## src/rtl/psum_out_sched_if.sv

```systemverilog
// Psum read bus plus result-coordinate handshake of the 3x3 output sequencer.
// The sequencer is the master; the psum buffer / adder / result sink is the slave.
interface psum_out_sched_if #(
  parameter int unsigned ADDR_W = 16
);
  logic              re;
  logic [ADDR_W-1:0] ra;
  logic              acc_clr;
  logic              acc_en;
  logic              o_valid;
  logic              o_ready;
  logic [7:0]        o_row;
  logic [7:0]        o_col;

  modport master (
    output re,
    output ra,
    output acc_clr,
    output acc_en,
    output o_valid,
    output o_row,
    output o_col,
    input  o_ready
  );

  modport slave (
    input  re,
    input  ra,
    input  acc_clr,
    input  acc_en,
    input  o_valid,
    input  o_row,
    input  o_col,
    output o_ready
  );
endinterface

```

## src/rtl/psum_out_sched.sv

```systemverilog
// 3x3 partial-sum output sequencer: scans tile positions, issues nine tap reads per
// valid window, drives the accumulator controls and hands out result coordinates.
module psum_out_sched #(
  parameter int unsigned ADDR_W = 16,
  parameter int unsigned NTAP   = 9
) (
  input  logic                   clk,
  input  logic                   rst,
  input  logic [2:0]             top_level_state,
  input  logic                   start,
  input  logic [NTAP*ADDR_W-1:0] address_base,
  input  logic [7:0]             wid,
  input  logic [15:0]            tile_size,
  input  logic [7:0]             output_row_base,
  input  logic [7:0]             output_col_base,
  output logic                   busy,
  output logic                   done,
  psum_out_sched_if.master       bus
);

  typedef enum logic [2:0] {
    StIdle,
    StScan,
    StRead,
    StDrain,
    StOut,
    StDone
  } state_e;

  state_e state_q, state_d;

  // num is one bit wider than tile_size so the end test cannot wrap.
  logic [16:0]       num_q, num_d;
  logic [7:0]        row_q, row_d;
  logic [7:0]        col_q, col_d;
  logic [3:0]        tap_q, tap_d;
  logic [1:0]        tcol_q, tcol_d;
  logic [ADDR_W-1:0] roff_q, roff_d;
  logic              re_dly_q, re_dly_d;
  logic [3:0]        tap_dly_q, tap_dly_d;
  logic [7:0]        orow_q, orow_d;
  logic [7:0]        ocol_q, ocol_d;

  logic              run;
  logic              win_ok;
  logic              at_end;
  logic              col_wrap;
  logic [ADDR_W-1:0] base_sel;
  logic [ADDR_W-1:0] ra_sum;

  assign run      = (top_level_state == 3'd4);
  assign at_end   = (num_q > {1'b0, tile_size});
  assign col_wrap = (col_q == (wid - 8'd1));
  assign win_ok   = (wid >= 8'd3) &&
                    (({1'b0, col_q} + 9'd3) <= {1'b0, wid}) &&
                    (({1'b0, row_q} + 9'd3) <= {1'b0, wid});

  always_comb begin
    base_sel = address_base[32'(tap_q) * ADDR_W +: ADDR_W];
  end

  // Column offset comes from tcol, row offset (0, wid, 2*wid) is accumulated in roff.
  assign ra_sum = base_sel + ADDR_W'(num_q) + ADDR_W'(tcol_q) + roff_q;

  // State and datapath registers.
  always_ff @(posedge clk) begin
    if (rst) begin
      state_q   <= StIdle;
      num_q     <= '0;
      row_q     <= '0;
      col_q     <= '0;
      tap_q     <= '0;
      tcol_q    <= '0;
      roff_q    <= '0;
      re_dly_q  <= 1'b0;
      tap_dly_q <= '0;
      orow_q    <= '0;
      ocol_q    <= '0;
    end else begin
      state_q   <= state_d;
      num_q     <= num_d;
      row_q     <= row_d;
      col_q     <= col_d;
      tap_q     <= tap_d;
      tcol_q    <= tcol_d;
      roff_q    <= roff_d;
      re_dly_q  <= re_dly_d;
      tap_dly_q <= tap_dly_d;
      orow_q    <= orow_d;
      ocol_q    <= ocol_d;
    end
  end

  // Next-state logic.
  always_comb begin
    state_d = state_q;
    unique case (state_q)
      StIdle:  if (start && run) state_d = StScan;
      StScan: begin
        if (at_end) begin
          state_d = StDone;
        end else if (win_ok) begin
          state_d = StRead;
        end
      end
      StRead:  if (tap_q == 4'd8) state_d = StDrain;
      StDrain: state_d = StOut;
      StOut:   if (bus.o_ready) state_d = StScan;
      StDone:  state_d = StIdle;
      default: state_d = StIdle;
    endcase
    // Leaving the psum-output global state aborts the tile without a done pulse.
    if ((state_q != StIdle) && !run) begin
      state_d = StIdle;
    end
  end

  // Position, tap and result-coordinate counters.
  always_comb begin
    num_d     = num_q;
    row_d     = row_q;
    col_d     = col_q;
    tap_d     = tap_q;
    tcol_d    = tcol_q;
    roff_d    = roff_q;
    re_dly_d  = (state_q == StRead) && (state_d != StIdle);
    tap_dly_d = tap_q;

    if ((state_q == StIdle) && (state_d == StScan)) begin
      num_d = '0;
      row_d = '0;
      col_d = '0;
    end

    if (((state_q == StScan) && (state_d == StScan)) ||
        ((state_q == StOut) && (state_d == StScan))) begin
      num_d = num_q + 17'd1;
      if (col_wrap) begin
        col_d = '0;
        row_d = row_q + 8'd1;
      end else begin
        col_d = col_q + 8'd1;
      end
    end

    if ((state_q == StScan) && (state_d == StRead)) begin
      tap_d  = '0;
      tcol_d = '0;
      roff_d = '0;
    end

    if ((state_q == StRead) && (state_d == StRead)) begin
      tap_d = tap_q + 4'd1;
      if (tcol_q == 2'd2) begin
        tcol_d = '0;
        roff_d = roff_q + ADDR_W'(wid);
      end else begin
        tcol_d = tcol_q + 2'd1;
      end
    end

    // Coordinates are captured on entry to OUT and held until the handshake.
    if (state_d == StOut) begin
      if (state_q == StOut) begin
        orow_d = orow_q;
        ocol_d = ocol_q;
      end else begin
        orow_d = output_row_base + row_q;
        ocol_d = output_col_base + col_q;
      end
    end else begin
      orow_d = '0;
      ocol_d = '0;
    end
  end

  // Outputs.
  always_comb begin
    busy        = (state_q != StIdle);
    done        = (state_q == StDone);
    bus.re      = (state_q == StRead);
    bus.ra      = (state_q == StRead) ? ra_sum : '0;
    bus.acc_clr = re_dly_q && (tap_dly_q == 4'd0);
    bus.acc_en  = re_dly_q && (tap_dly_q != 4'd0);
    bus.o_valid = (state_q == StOut);
    bus.o_row   = orow_q;
    bus.o_col   = ocol_q;
  end

endmodule

```

## src/flat_wrapper.sv

```systemverilog
// flat-port wrapper written by rule: the top's interface ports become plain ports
module psum_out_sched_flat 
#(
  parameter int unsigned ADDR_W = 16,
  parameter int unsigned NTAP   = 9
)
  (clk, rst, top_level_state, start, address_base, wid, tile_size, output_row_base, output_col_base, busy, done, bus_re, bus_ra, bus_acc_clr, bus_acc_en, bus_o_valid, bus_o_row, bus_o_col, bus_o_ready);
  psum_out_sched_if #(.ADDR_W(ADDR_W)) bus_i ();
  input  logic clk;
  input  logic rst;
  input  logic [2:0] top_level_state;
  input  logic start;
  input  logic [NTAP*ADDR_W-1:0] address_base;
  input  logic [7:0] wid;
  input  logic [15:0] tile_size;
  input  logic [7:0] output_row_base;
  input  logic [7:0] output_col_base;
  output logic busy;
  output logic done;
  output wire logic [$bits(bus_i.re)-1:0] bus_re;
  output wire logic [$bits(bus_i.ra)-1:0] bus_ra;
  output wire logic [$bits(bus_i.acc_clr)-1:0] bus_acc_clr;
  output wire logic [$bits(bus_i.acc_en)-1:0] bus_acc_en;
  output wire logic [$bits(bus_i.o_valid)-1:0] bus_o_valid;
  output wire logic [$bits(bus_i.o_row)-1:0] bus_o_row;
  output wire logic [$bits(bus_i.o_col)-1:0] bus_o_col;
  input wire logic [$bits(bus_i.o_ready)-1:0] bus_o_ready;
  assign bus_re = bus_i.re;
  assign bus_ra = bus_i.ra;
  assign bus_acc_clr = bus_i.acc_clr;
  assign bus_acc_en = bus_i.acc_en;
  assign bus_o_valid = bus_i.o_valid;
  assign bus_o_row = bus_i.o_row;
  assign bus_o_col = bus_i.o_col;
  assign bus_i.o_ready = bus_o_ready;
  psum_out_sched #(.ADDR_W(ADDR_W), .NTAP(NTAP)) u_core (.clk(clk), .rst(rst), .top_level_state(top_level_state), .start(start), .address_base(address_base), .wid(wid), .tile_size(tile_size), .output_row_base(output_row_base), .output_col_base(output_col_base), .busy(busy), .done(done), .bus(bus_i));
endmodule
```

## config.mk

```make
export PLATFORM = sky130hd
export DESIGN_NAME = psum_out_sched_flat
export DESIGN_NICKNAME = d
export VERILOG_FILES = /design/src/rtl/psum_out_sched_if.sv /design/src/rtl/psum_out_sched.sv /design/src/flat_wrapper.sv
export SDC_FILE = /design/constraint.sdc
export NUM_CORES = 1
export LEC_CHECK = 0
export ABC_AREA = 1
export BUFFER_PORTS_ARGS = -buffer_cell sky130_fd_sc_hd__clkbuf_2
export CAP_MARGIN = 30
export CORE_ASPECT_RATIO = 0.6
export CORE_MARGIN = 4
export CORE_UTILIZATION = 40
export CTS_CLUSTER_SIZE = 8
export DETAILED_ROUTE_END_ITERATION = 16
export GPL_TIMING_DRIVEN = 0
export MAX_ROUTING_LAYER = met4
export SYNTH_ARGS = -nofsm -noshare
export SYNTH_HDL_FRONTEND = slang
export SYNTH_SLANG_ARGS = --single-unit
```

## constraint.sdc

```tcl
create_clock -name clk -period 7.3 [get_ports clk]
set_clock_uncertainty 0.1 [all_clocks]
set_input_delay 0.73 -clock clk [delete_from_list [all_inputs] [get_ports clk]]
set_output_delay 0.73 -clock clk [all_outputs]
set_load 0.03 [all_outputs]
```

==> results.md, run 1 <==
- CP cell instances: inv_1, clkbuf_1, clkbuf_1, o21ai_0, o221ai_1, nand3_1, o21ai_0, fa_1, ha_1, ha_1, inv_1, nor3_1, nand3_1, o2111ai_1, nand2_1, a21oi_1, a31oi_1, nand3_1, nand2_1, nor2_1, clkbuf_2
- Area fraction of the dominant cell type after synthesis: 18.2%
- Critical Path Max Stage Delay: 0.51 ns
- Max frequency: 0.165 GHz
- CP max FO: 10
- Finished Layout Cells: 1,814
- Post-Synthesis Cell Area: 8670 um2
- Core Area: 21,100 um2
- Row count: 41
- Number of global-route vias before repair: 8,886
- CTS resizes: 0
- Place WS: 1.64 ns
- Post-Syn Nets: 1,593
- Status: finished clean
- Max Cap Viol: 0
- Final GP Congestion: 0.974
- Antenna Nets Post-Route: 0
- I/O pin count: 229
- Root buffer cell: clkbuf_16
- CP bufs+invs: 5
- CTS Buf Count: 9
- Die H: 122 um
- Max-Slew Margin vs Limit: 43.5%
- Final setup fails: 0
- Initial antenna violation count: 0
- Sequential-to-total area share from yosys stat: 18.2%
- Drt first pass iters: 5
- Vias per cell: 5.27
- Worst path most repeated cell: nand3_1
- Post-CTS setup buffers: 0
- Crit-path leading delay family: compound AO/OA/AOI/OAI gates
- ANT cells: 0
- Remaining DRCs: 0
- Detailed Route Iter0 Violations: 700
- Fin crit share: 83.0%
- Nets@finish: 1,832
- Via count: 9,568
- Unique cell type count in the Yosys netlist: 50
- Pwr/cell area: 104 nW/um2
- Most frequent cells after synthesis: nand2_1 (225), nor2_1 (161), inv_1 (135)
- Crit-path slowest cell: fa_1
- HPWL after detailed placement: 25,900 um
- H-tree Lvls: 3
- Aggregate global-route resource usage: 25.7%
- Maximum vdd ir drop: 81.1 uV
- CTS Hold Bufs: 0
- Die W: 198 um
- Overflow after GRT: 0
- Crit path setup slack, layout: 1.24 ns
- Static leakage: 0.00514 uW
- Synth warn: 0
- Final hold vios: 0
- Drt total wl: 31,100 um
- Placed instance count: 1,798
- Cells after synthesis: 1,291
- Crit path required time: 6.47 ns
- Sink Count: 79
- Synthesized flop and latch total: 79
- Crit end category: primary output
- Async set-reset flop share out of synthesis: 0%
- WS Path Type: flop to primary output
- Hold Path Stages: 2
- Top-count cell post-synth: nand2_1
- Arr. time, crit path: 5.23 ns
- Pin count of the biggest net entering global routing: 14
- Area leader, netlist: dfxtp_1
- Drt wl/cell: 17.2 um
- Avg Cell Area, Syn: 6.71 um2
- Top cells by area, synth: dfxtp_1 (18%), ha_1 (13%), nand2_1 (9.7%), nor2_1 (7.0%), o21ai_0 (6.8%)
- CTS Buffer Depth: 2
- Share of layout cells above drive strength 1: 20.2%
- WP depth: 21
- Number of enable flip-flop cells after synthesis: 0
- RSZ-0062 raised after global routing: no
- Slew Limit Fails: 0
- Clock transition at path regs: 0.06 ns
- Worst Reg-to-Reg Cells: 16
- Area Growth Syn to Fin: 20.8%
- Slew @ Worst Pin: 0.848 ns
- Crit path launch type: flop
- First-pass GRT wire length: 48,100 um
- Final min period: 6.06 ns
- Initial Util: 41.0%
- Die ar.: 24,200 um2
- Predominant post-synthesis flop cell: dfxtp_1
- CTS tree: yes
- Total Neg Setup Slack: 0 ns
- Worst-Skew Late Latency: 0.35 ns
- Port Buffers: 228
- Hold WC Path Type: flop to flop
area by class of cell:
| class | instances | area (um2) |
|---|---|---|
| inverter | 143 | 537 |
| multi-input combinational | 1017 | 6280 |
| tap | 279 | 349 |
| fill | 2252 | 10700 |
| clock buffer | 11 | 253 |
| sequential | 79 | 1580 |
| timing repair buffer | 228 | 1140 |
| clock inverter | 5 | 56.3 |
| buffer | 52 | 268 |
report_power, final:
group / switching, uW / internal (uW)
logic: 104 / 75.5
clock network: 197 / 283
registers: 0.531 / 431
cells in the final DEF (no fill, tap or decap), types with 6 or more instances in the layout:
master and count:
clkbuf_2 228, nand2_1 225, nor2_1 161, inv_1 135, o21ai_0 117, a21oi_1 110, ha_1 91, dfxtp_1 79
nand3_1 72, xor2_1 45, clkbuf_1 30, xnor2_1 29, o221ai_1 23, nand4_1 22, fa_1 20, nor3_1 12
o22ai_1 9, o211ai_1 9, nand2_2 9, clkbuf_16 9, inv_2 8, a21o_1 8, a211oi_1 8, buf_2 7
buf_4 6
metal layers:
layer,vias to the layer above,wire length (um),track usage [%]
met1,4378,15500,38.0
li1,4808,-,-
met2,357,12800,36.8
met4,0,378,4.82
met3,25,2440,4.64
met5,-,0,-
worst paths after layout:
path                                                       start                                to  slack [ns]
worst max register to register      u_core.col_q[0]$_SDFFE_PP0P_      u_core.roff_q[15]$_SDFF_PP0_        3.61
worst max-delay path            u_core.tap_dly_d[0]$_SDFFE_PP0P_                        bus_ra[15]        1.24
worst min register to register  u_core.bus.o_col[0]$_SDFFE_PP0N_  u_core.bus.o_col[0]$_SDFFE_PP0N_        0.36
worst min-delay path            u_core.bus.o_col[0]$_SDFFE_PP0N_  u_core.bus.o_col[0]$_SDFFE_PP0N_        0.36
logic make-up (layout without fill, tap and decap cells):
family	count (synthesis)	in the layout	share of synthesized area (%)
AOI/OAI and AO/OA	300	300	20.0
xor gates and xnor gates	74	74	7.48
adders and majority gates	111	111	17.8
buffers and inverters	195	439	9.28
DFF	79	79	18.2
and+or+nand+nor	532	532	27.3
flip-flops by register name (all words and copies together) (netlist names), 3 cells and up:
name              count
u_core.col_q          8
u_core.row_q          8
u_core.tap_dly_q      4
u_core.tap_dly_d      4
u_core.bus.o_col      8
u_core.bus.o_row      8
u_core.num_q         17
u_core.roff_q        16
u_core.state_q        3
worst register-to-register path, cell delays in order, from the launching register on:
cell	delay, ns
dfxtp_1	0.47
inv_1	0.20
ha_1	0.28
nor3_1	0.40
xor2_1	0.20
ha_1	0.26
a21oi_1	0.17
o21ai_0	0.11
nor2_1	0.09
nand2_1	0.06
a21boi_1	0.19
nand4_2	0.14
a21oi_2	0.22
nand4_2	0.25
buf_4	0.27
nand3_1	0.08
a21oi_1	0.06
stage by stage:
| step | total power, uW | util, % | instance area (um2) | hold WS, ns |
|---|---|---|---|---|
| finish | 1090 | 49.5 | 10500 | 0.364 |
| global placement | 617 | 48.1 | 10200 | 0.351 |
| detailed placement | 618 | 48.1 | 10200 | 0.357 |
| floorplan | 529 | - | 8670 | 0.357 |
| global route | 1130 | 49.5 | 10500 | 0.381 |
| CTS | 1090 | 49.5 | 10500 | 0.367 |
(Power assumes the default switching activity.)
==> run 2: changes to the inputs <==
- ABC_AREA: 1 -> 0
- clock period: 7.3 -> 6.2 ns (I/O delays scaled with it)
==> run 2 against run 1 <==
Compared with the run above:
- routed wire length shrank 8.1%
- clock power up 3%
- clock-buffer cell count unchanged
- global-route usage rose by 0.14 points
- sequential power grew 18%
- sequential share of layout area grew 0.99 points
- hold slack worse by 0.0083 ns
- register-to-register slack got worse by 1.6 ns
- total power increased by 13%
- critical endpoint unchanged
- largest cell class unchanged
- largest power group is now registers
==> results.md, run 2 <==
- Maximum vdd ir drop: 123 uV (+52%)
- Detailed Route Iter0 Violations: 734 (+4.9%)
- Crit end category: primary output
- Synth warn: 0 (unchanged)
- Pin count of the biggest net entering global routing: 13 (-1)
- Area leader, netlist: dfxtp_1
- Overflow after GRT: 0 (unchanged)
- Crit-path slowest cell: fa_1
- Die W: 191 um (-3.7%)
- Sequential-to-total area share from yosys stat: 19.8% (+1.5 points)
- Nets@finish: 1,477 (-19%)
- Int Pwr: 896 uW (+13%)
- Max Cap Viol: 0 (unchanged)
- Top cells by area, synth: dfxtp_1 (20%), ha_1 (14%), mux4_2 (9.0%), fa_1 (5.0%), a21oi_1 (4.2%)
- Antenna Nets Post-Route: 0 (unchanged)
- Cells after synthesis: 934 (-28%)
- Via count: 8,131 (-15%)
- Synthesized flop and latch total: 79 (unchanged)
- Combinational power share: 18.4% (+2.0 points)
- Max FFs per register: 17 (unchanged)
- First-pass GRT wire length: 44,300 um (-7.8%)
- Core Area: 19,300 um2 (-8.6%)
- Area fraction of the dominant cell type after synthesis: 19.8% (+1.5 points)
- Initial antenna violation count: 1 (+1)
- Sink Count: 79 (unchanged)
- End of the critical path: bus_ra[15]
- Fill cells: 1,926 (-14%)
- Post-Synthesis Cell Area: 8000 um2 (-7.7%)
- Worst Reg-to-Reg Cells: 13 (-3)
- Unique cell type count in the Yosys netlist: 67 (+34%)
- Pwr/cell area: 125 nW/um2 (+20%)
- Most frequent cells after synthesis: ha_1 (91), dfxtp_1 (79), nand2_1 (78)
- Sequential Power Share: 41.4% (+1.8 points)
- Avg Cell Area, Syn: 8.57 um2 (+28%)
- Critical path launch point: u_core.tap_dly_d[1]$_SDFFE_PP0P_
- RSZ-0062 raised after global routing: no
- Worst reg2reg setup slack: 2.03 ns (-1.58 ns)
- CP cell instances: buf_2, buf_4, mux4_2, mux2i_1, o21ai_1, fa_1, fa_1, ha_1, fa_1, a211o_1, a21oi_2, o21ai_1, a41oi_2, a21oi_1, a31oi_1, xnor2_1, nor2_1, buf_2
- Slew Limit Fails: 0 (unchanged)
- Root buffer cell: clkbuf_16
- Max frequency: 0.167 GHz
- CTS Buf Count: 9 (unchanged)
- Crit-path leading delay family: adder cells
- Number of enable flip-flop cells after synthesis: 0 (unchanged)
- Port Buffers: 227 (-0.44%)
- Share of layout cells above drive strength 1: 26.5% (+6.4 points)
- Remaining DRCs: 0 (unchanged)
- Row count: 39 (-4.9%)
- CP max FO: 10 (unchanged)
- Static leakage: 0.00452 uW (-12%)
- Switching portion of total power: 27.1% (-0.55 points)
- Vias per cell: 5.62 (+6.6%)
- Slew @ Worst Pin: 0.905 ns (+0.0572 ns)
- Initial Util: 41.4% (+0.41 points)
- Top reg by flops: u_core.num_q
- Die ar.: 22,400 um2 (-7.3%)
- CP bufs+invs: 3 (-2)
- Met3 WL: 2720 um (+12%)
- Worst path most repeated cell: fa_1
- Predominant post-synthesis flop cell: dfxtp_1
- Status: finished clean
- Top-count cell post-synth: ha_1
- Hold WC Path Type: flop to flop
- WL met1: 15,400 um (-0.14%)
- WS Path Type: flop to primary output
- CTS tree: yes
- Final GP Congestion: 0.987 (+1.4%)
- Drt wl/cell: 19.8 um (+15%)
- Drt total wl: 28,600 um (-8.1%)
- Crit path required time: 5.48 ns (-0.99 ns)
- WP depth: 18 (-14%)
- R2r endpoint: u_core.col_q[6]$_SDFFE_PP0P_
- Clk pwr share: 40.1% (-3.9 points)
- Die H: 118 um (-3.7%)
- Sw power: 333 uW (+10%)
- Clock transition at path regs: 0.06 ns (about the same)
- CTS Hold Bufs: 0 (unchanged)
- Commonest non-fill, non-tap cell in the layout: clkbuf_2
- Total Neg Setup Slack: 0 ns (unchanged)
- Final min period: 5.99 ns
- Fin crit share: 96.6%
- Post-Syn Nets: 1,236 (-22%)
- Util after Layout: 50.8% (+1.3 points)
- Max-Slew Margin vs Limit: 39.4% (-4.1 points)
- Pwr Total: 1230 uW (+13%)
- R2r startpoint: u_core.col_q[1]$_SDFFE_PP0P_
- CTS Buffer Depth: 2 (unchanged)
- Final setup fails: 0 (unchanged)
- Met2 routed WL: 10,300 um (-20%)
- H-tree Lvls: 3 (unchanged)
- Area Growth Syn to Fin: 22.7%
- Arr. time, crit path: 5.27 ns (+0.04 ns)
- Final hold vios: 0 (unchanged)
- Aggregate global-route resource usage: 25.9% (+0.14 points)
- Critical Path Max Stage Delay: 0.53 ns (+0.02 ns)
- Worst-Skew Late Latency: 0.34 ns (about the same)
- Crit path launch type: flop
- I/O pin count: 229 (unchanged)
- Largest regs: u_core.num_q: 17 flops, u_core.roff_q: 16 flops
- HPWL after detailed placement: 24,300 um (-6.2%)
- Most frequent cells in the layout: clkbuf_2 (228), ha_1 (91), dfxtp_1 (79)
- Top sig layer: met4
- Finished Layout Cells: 1,446 (-20%)
- Number of global-route vias before repair: 7,446 (-16%)
- Async set-reset flop share out of synthesis: 0% (unchanged)
- Placed instance count: 1,429 (-21%)
- Drt first pass iters: 5 (unchanged)
## run 2: kinds of logic (layout without fill, tap and decap cells)
family,count (synthesis),count (layout),synth area share (%)
buffers and inverters,100,345,4.96
AO/OA/AOI/OAI,222,222,18.0
other,0,1,0
adder cells (fa/ha/maj),111,111,19.2
multiplexers,61,61,12.7
flip-flops,79,79,19.8
XOR/XNOR,53,53,5.80
AND/OR/NAND/NOR,308,308,19.6
## run 2: worst min-delay path by stage
stage / to / slack, ns / cells past startpoint / startpoint
finish: u_core.bus.o_col[5]$_SDFFE_PP0N_ / 0.36 / 2 / u_core.bus.o_col[5]$_SDFFE_PP0N_
global route: u_core.bus.o_col[5]$_SDFFE_PP0N_ / 0.36 / 2 / u_core.bus.o_col[5]$_SDFFE_PP0N_
CTS: u_core.bus.o_col[5]$_SDFFE_PP0N_ / 0.36 / 2 / u_core.bus.o_col[5]$_SDFFE_PP0N_
detailed placement: u_core.bus.o_col[5]$_SDFFE_PP0N_ / 0.35 / 2 / u_core.bus.o_col[5]$_SDFFE_PP0N_
global placement: u_core.bus.o_row[4]$_SDFFE_PP0N_ / 0.34 / 2 / u_core.bus.o_row[4]$_SDFFE_PP0N_
floorplan: u_core.roff_q[14]$_SDFF_PP0_ / 0.37 / 1 / u_core.roff_q[14]$_SDFF_PP0_
## run 2: area by class of cell
class	count	area, um2	share of cell area [%]
plain buffers	44	210	2.14
flip-flops and latches	79	1580	16.1
clock inverters	4	22.5	0.229
diodes	1	2.50	0.0255
multi-input cells	755	6060	61.7
well taps	266	333	3.39
clock buffers	11	243	2.47
repair buffers	230	1160	11.8
inverters	56	210	2.14
## run 2: layer usage
layer | GRT usage [%] | vias up
li1 | - | 3918
met1 | 43.5 | 3854
met2 | 30.5 | 342
met3 | 6.49 | 17
met4 | 2.69 | 0
met5 | - | -
## run 2: worst reg2reg max path: stages (launching register included)
cell and delay (ns):
dfxtp_1 0.36, clkbuf_1 0.33, inv_1 0.16, ha_1 0.28, nor2_1 0.15, xor2_1 0.18
ha_1 0.28, a2111oi_0 0.35, o21ai_0 0.14, o221ai_1 0.46, a21oi_1 0.18, o2111ai_1 0.67
nor3_1 0.13, a211o_1 0.30
## run 2: repair_timing
| action | CTS | global route |
|---|---|---|
| pin swaps | 0 | 2 |
| setup buffers | 0 | 1 |
| setup endpoints to repair | 7 | 4 |
| gates resized for setup | 12 | 14 |
| hold endpoints to repair | 0 | 0 |
## run 2: power groups by stage
stage / sequential [uW] / combinational, uW / clock, uW
3_5_place_dp: 521 / 221 / 0
4_1_cts: 509 / 223 / 501
3_3_place_gp: 521 / 219 / 0
6_report: 509 / 226 / 493
5_1_grt: 509 / 249 / 526
2_1_floorplan: 520 / 119 / 0
## run 2: through the flow
step | cell area, um2 | worst slack, ns | hold slack (ns)
after floorplan | 8000 | 0.314 | 0.371
after global placement | 9470 | -0.641 | 0.339
after detailed placement | 9490 | -0.170 | 0.349
after CTS | 9790 | 0.0631 | 0.357
after global routing | 9820 | 0.0300 | 0.361
final | 9820 | 0.213 | 0.355
==> run 3: changes to the inputs <==
- CORE_MARGIN: 4 -> 2
- PLACE_DENSITY: not set -> 0.7
==> run 3 against run 2 <==
Compared with the run above:
- die area down 5.4%
- via count rose by 2.1%
- critical path type unchanged
- fmax up 0.56%
- critical endpoint unchanged
- utilization is 1.2 points lower
- critical path depth unchanged
==> results.md, run 3 (synthesized netlist as in run 2, its figures left out) <==
- CP max FO: 10 (unchanged)
- Place WS: -0.629 ns (-0.459 ns)
- Clock transition at path regs: 0.06 ns (about the same)
- Area Growth Syn to Fin: 22.8% (about the same)
- HPWL after detailed placement: 22,600 um (-7.2%)
- Drt first pass iters: 5 (unchanged)
- H-tree Lvls: 3 (unchanged)
- Pwr Total: 1260 uW (+2.3%)
- Status: finished clean
- Die ar.: 21,200 um2 (-5.4%)
- WS Path Type: flop to primary output
- Final GP Congestion: 0.955 (-3.2%)
- Largest regs: u_core.num_q: 17 flops, u_core.roff_q: 16 flops
- Nets@finish: 1,475 (-0.14%)
- Aggregate global-route resource usage: 25.9% (about the same)
- CTS Hold Bufs: 0 (unchanged)
- Critical Path Max Stage Delay: 0.56 ns (+0.03 ns)
- Vias per cell: 5.72 (+1.7%)
- Share of layout cells above drive strength 1: 26.5% (-0.062 points)
- Drt total wl: 27,100 um (-5.3%)
- Static leakage: 0.00452 uW (-0.14%)
- Number of global-route vias before repair: 7,472 (+0.35%)
- Max Cap Viol: 0 (unchanged)
- Max frequency: 0.168 GHz (+0.56%)
- Initial Util: 40.4% (-1.0 points)
- Commonest non-fill, non-tap cell in the layout: clkbuf_2
- CP cell instances: buf_6, buf_12, mux4_2, mux2i_2, o21ai_0, fa_1, fa_1, ha_1, fa_2, a211o_1, a21oi_2, o21ai_1, a41oi_2, a21oi_1, a31oi_1, xnor2_1, nor2_1, clkbuf_4
- Die H: 114 um (-3.4%)
- Final setup fails: 0 (unchanged)
- Crit-path slowest cell: fa_1
- Fill cells: 1,911 (-0.78%)
- I/O pin count: 229 (unchanged)
- Slew Limit Fails: 0 (unchanged)
- Drt wl/cell: 18.6 um (-5.7%)
- Total Neg Setup Slack: 0 ns (unchanged)
- Final min period: 5.95 ns (-0.0334 ns)
- Via count: 8,302 (+2.1%)
- Overflow after GRT: 0 (unchanged)
- Crit path required time: 5.48 ns (about the same)
- Final hold vios: 0 (unchanged)
- Sink Count: 79 (unchanged)
- Maximum vdd ir drop: 119 uV (-3.7%)
- RSZ-0062 raised after global routing: no
- Worst path most repeated cell: fa_1
- Top reg by flops: u_core.num_q
- Slew @ Worst Pin: 0.781 ns (-0.124 ns)
- CTS Buffer Depth: 2 (unchanged)
- Arr. time, crit path: 5.23 ns (-0.04 ns)
- Crit path launch type: flop
- Hold WC Path Type: flop to flop
- Fin crit share: 96.0% (-0.54 points)
- Pwr/cell area: 128 nW/um2 (+2.3%)
- Core Area: 19,800 um2 (+2.6%)
- Max-Slew Margin vs Limit: 47.9% (+8.5 points)
- Remaining DRCs: 0 (unchanged)
- Crit path setup slack, layout: 0.246 ns (+0.0334 ns)
- First-pass GRT wire length: 41,500 um (-6.3%)
- Finished Layout Cells: 1,452 (+0.41%)
- Worst-Skew Late Latency: 0.35 ns (about the same)
- Row count: 40 (+2.6%)
- Antenna Nets Post-Route: 0 (unchanged)
- Detailed Route Iter0 Violations: 1,013 (+38%)
- Crit end category: primary output
- Pin count of the biggest net entering global routing: 14 (+1)
- Most frequent cells in the layout: clkbuf_2 (227), ha_1 (91), dfxtp_1 (79)
- Max FFs per register: 17 (unchanged)
- CTS tree: yes
- Port Buffers: 227 (unchanged)
- Initial antenna violation count: 1 (unchanged)
- Hold slack final: 0.348 ns (-0.00748 ns)
- Die W: 187 um (-2.1%)
- Root buffer cell: clkbuf_16
- Placed instance count: 1,435 (+0.42%)
- CTS Buf Count: 9 (unchanged)
## run 3: final cells by class
type / count / area (um2) / share of cell area [%]
repair buffers: 228 / 1140 / 11.6
flip-flops and latches: 79 / 1580 / 16.1
multi-input cells: 755 / 6050 / 61.5
clock buffers: 11 / 253 / 2.57
plain buffers: 44 / 218 / 2.21
clock inverters: 5 / 31.3 / 0.318
diodes: 1 / 2.50 / 0.0255
inverters: 56 / 210 / 2.14
well taps: 273 / 342 / 3.47
## run 3: timing repair
| action | CTS | global route |
|---|---|---|
| endpoints found under the setup margin | 10 | 3 |
| resized for setup | 15 | 13 |
| setup buffers | 0 | 0 |
| pin swaps | 0 | 1 |
## run 3: critical path, delay by kind of cell (launching register included)
kind                     cells  cell delay [ns]
AO/OA/AOI/OAI                7             1.45
XOR/XNOR                     1             0.14
adder cells (fa/ha/maj)      4             1.62
buffers and inverters        3             0.54
flip-flops                   1             0.35
multiplexers                 2             0.70
AND/OR/NAND/NOR              1             0.05
## run 3: worst paths after layout
| path | startpoint | end | slack (ns) | cells after the start |
|---|---|---|---|---|
| setup / recovery | u_core.tap_dly_d[0]$_SDFFE_PP0P_ | bus_ra[15] | 0.25 | 18 |
| hold / removal | u_core.bus.o_row[4]$_SDFFE_PP0N_ | u_core.bus.o_row[4]$_SDFFE_PP0N_ | 0.35 | 2 |
| setup reg to reg | u_core.col_q[1]$_SDFFE_PP0P_ | u_core.col_q[7]$_SDFFE_PP0P_ | 2.23 | 13 |
| hold reg to reg | u_core.bus.o_row[4]$_SDFFE_PP0N_ | u_core.bus.o_row[4]$_SDFFE_PP0N_ | 0.35 | 2 |
## run 3: report_power, final
| group | switching [uW] | internal, uW | leakage, uW |
|---|---|---|---|
| Sequential | 0.925 | 508 | 0.000636 |
| Combinational | 120 | 110 | 0.00374 |
| Clock | 225 | 293 | 0.000142 |
| Total | 346 | 911 | 0.00452 |
## run 3: per-layer routing
layer	vias to the layer above	share of wire, %	global-route usage [%]	routed length [um]
met5	-	0	-	0
met4	0	0.68	4.02	185
met3	20	11	6.68	3070
met2	403	39	33.5	10600
met1	3969	49	39.9	13200
li1	3910	-	-	-
## run 3: metrics by stage
step / cell area (um2) / util, %
5_1_grt: 9830 / 49.6
6_report: 9830 / 49.6
3_3_place_gp: 9480 / 47.8
3_5_place_dp: 9490 / 47.9
2_1_floorplan: 8000 / -
4_1_cts: 9800 / 49.4
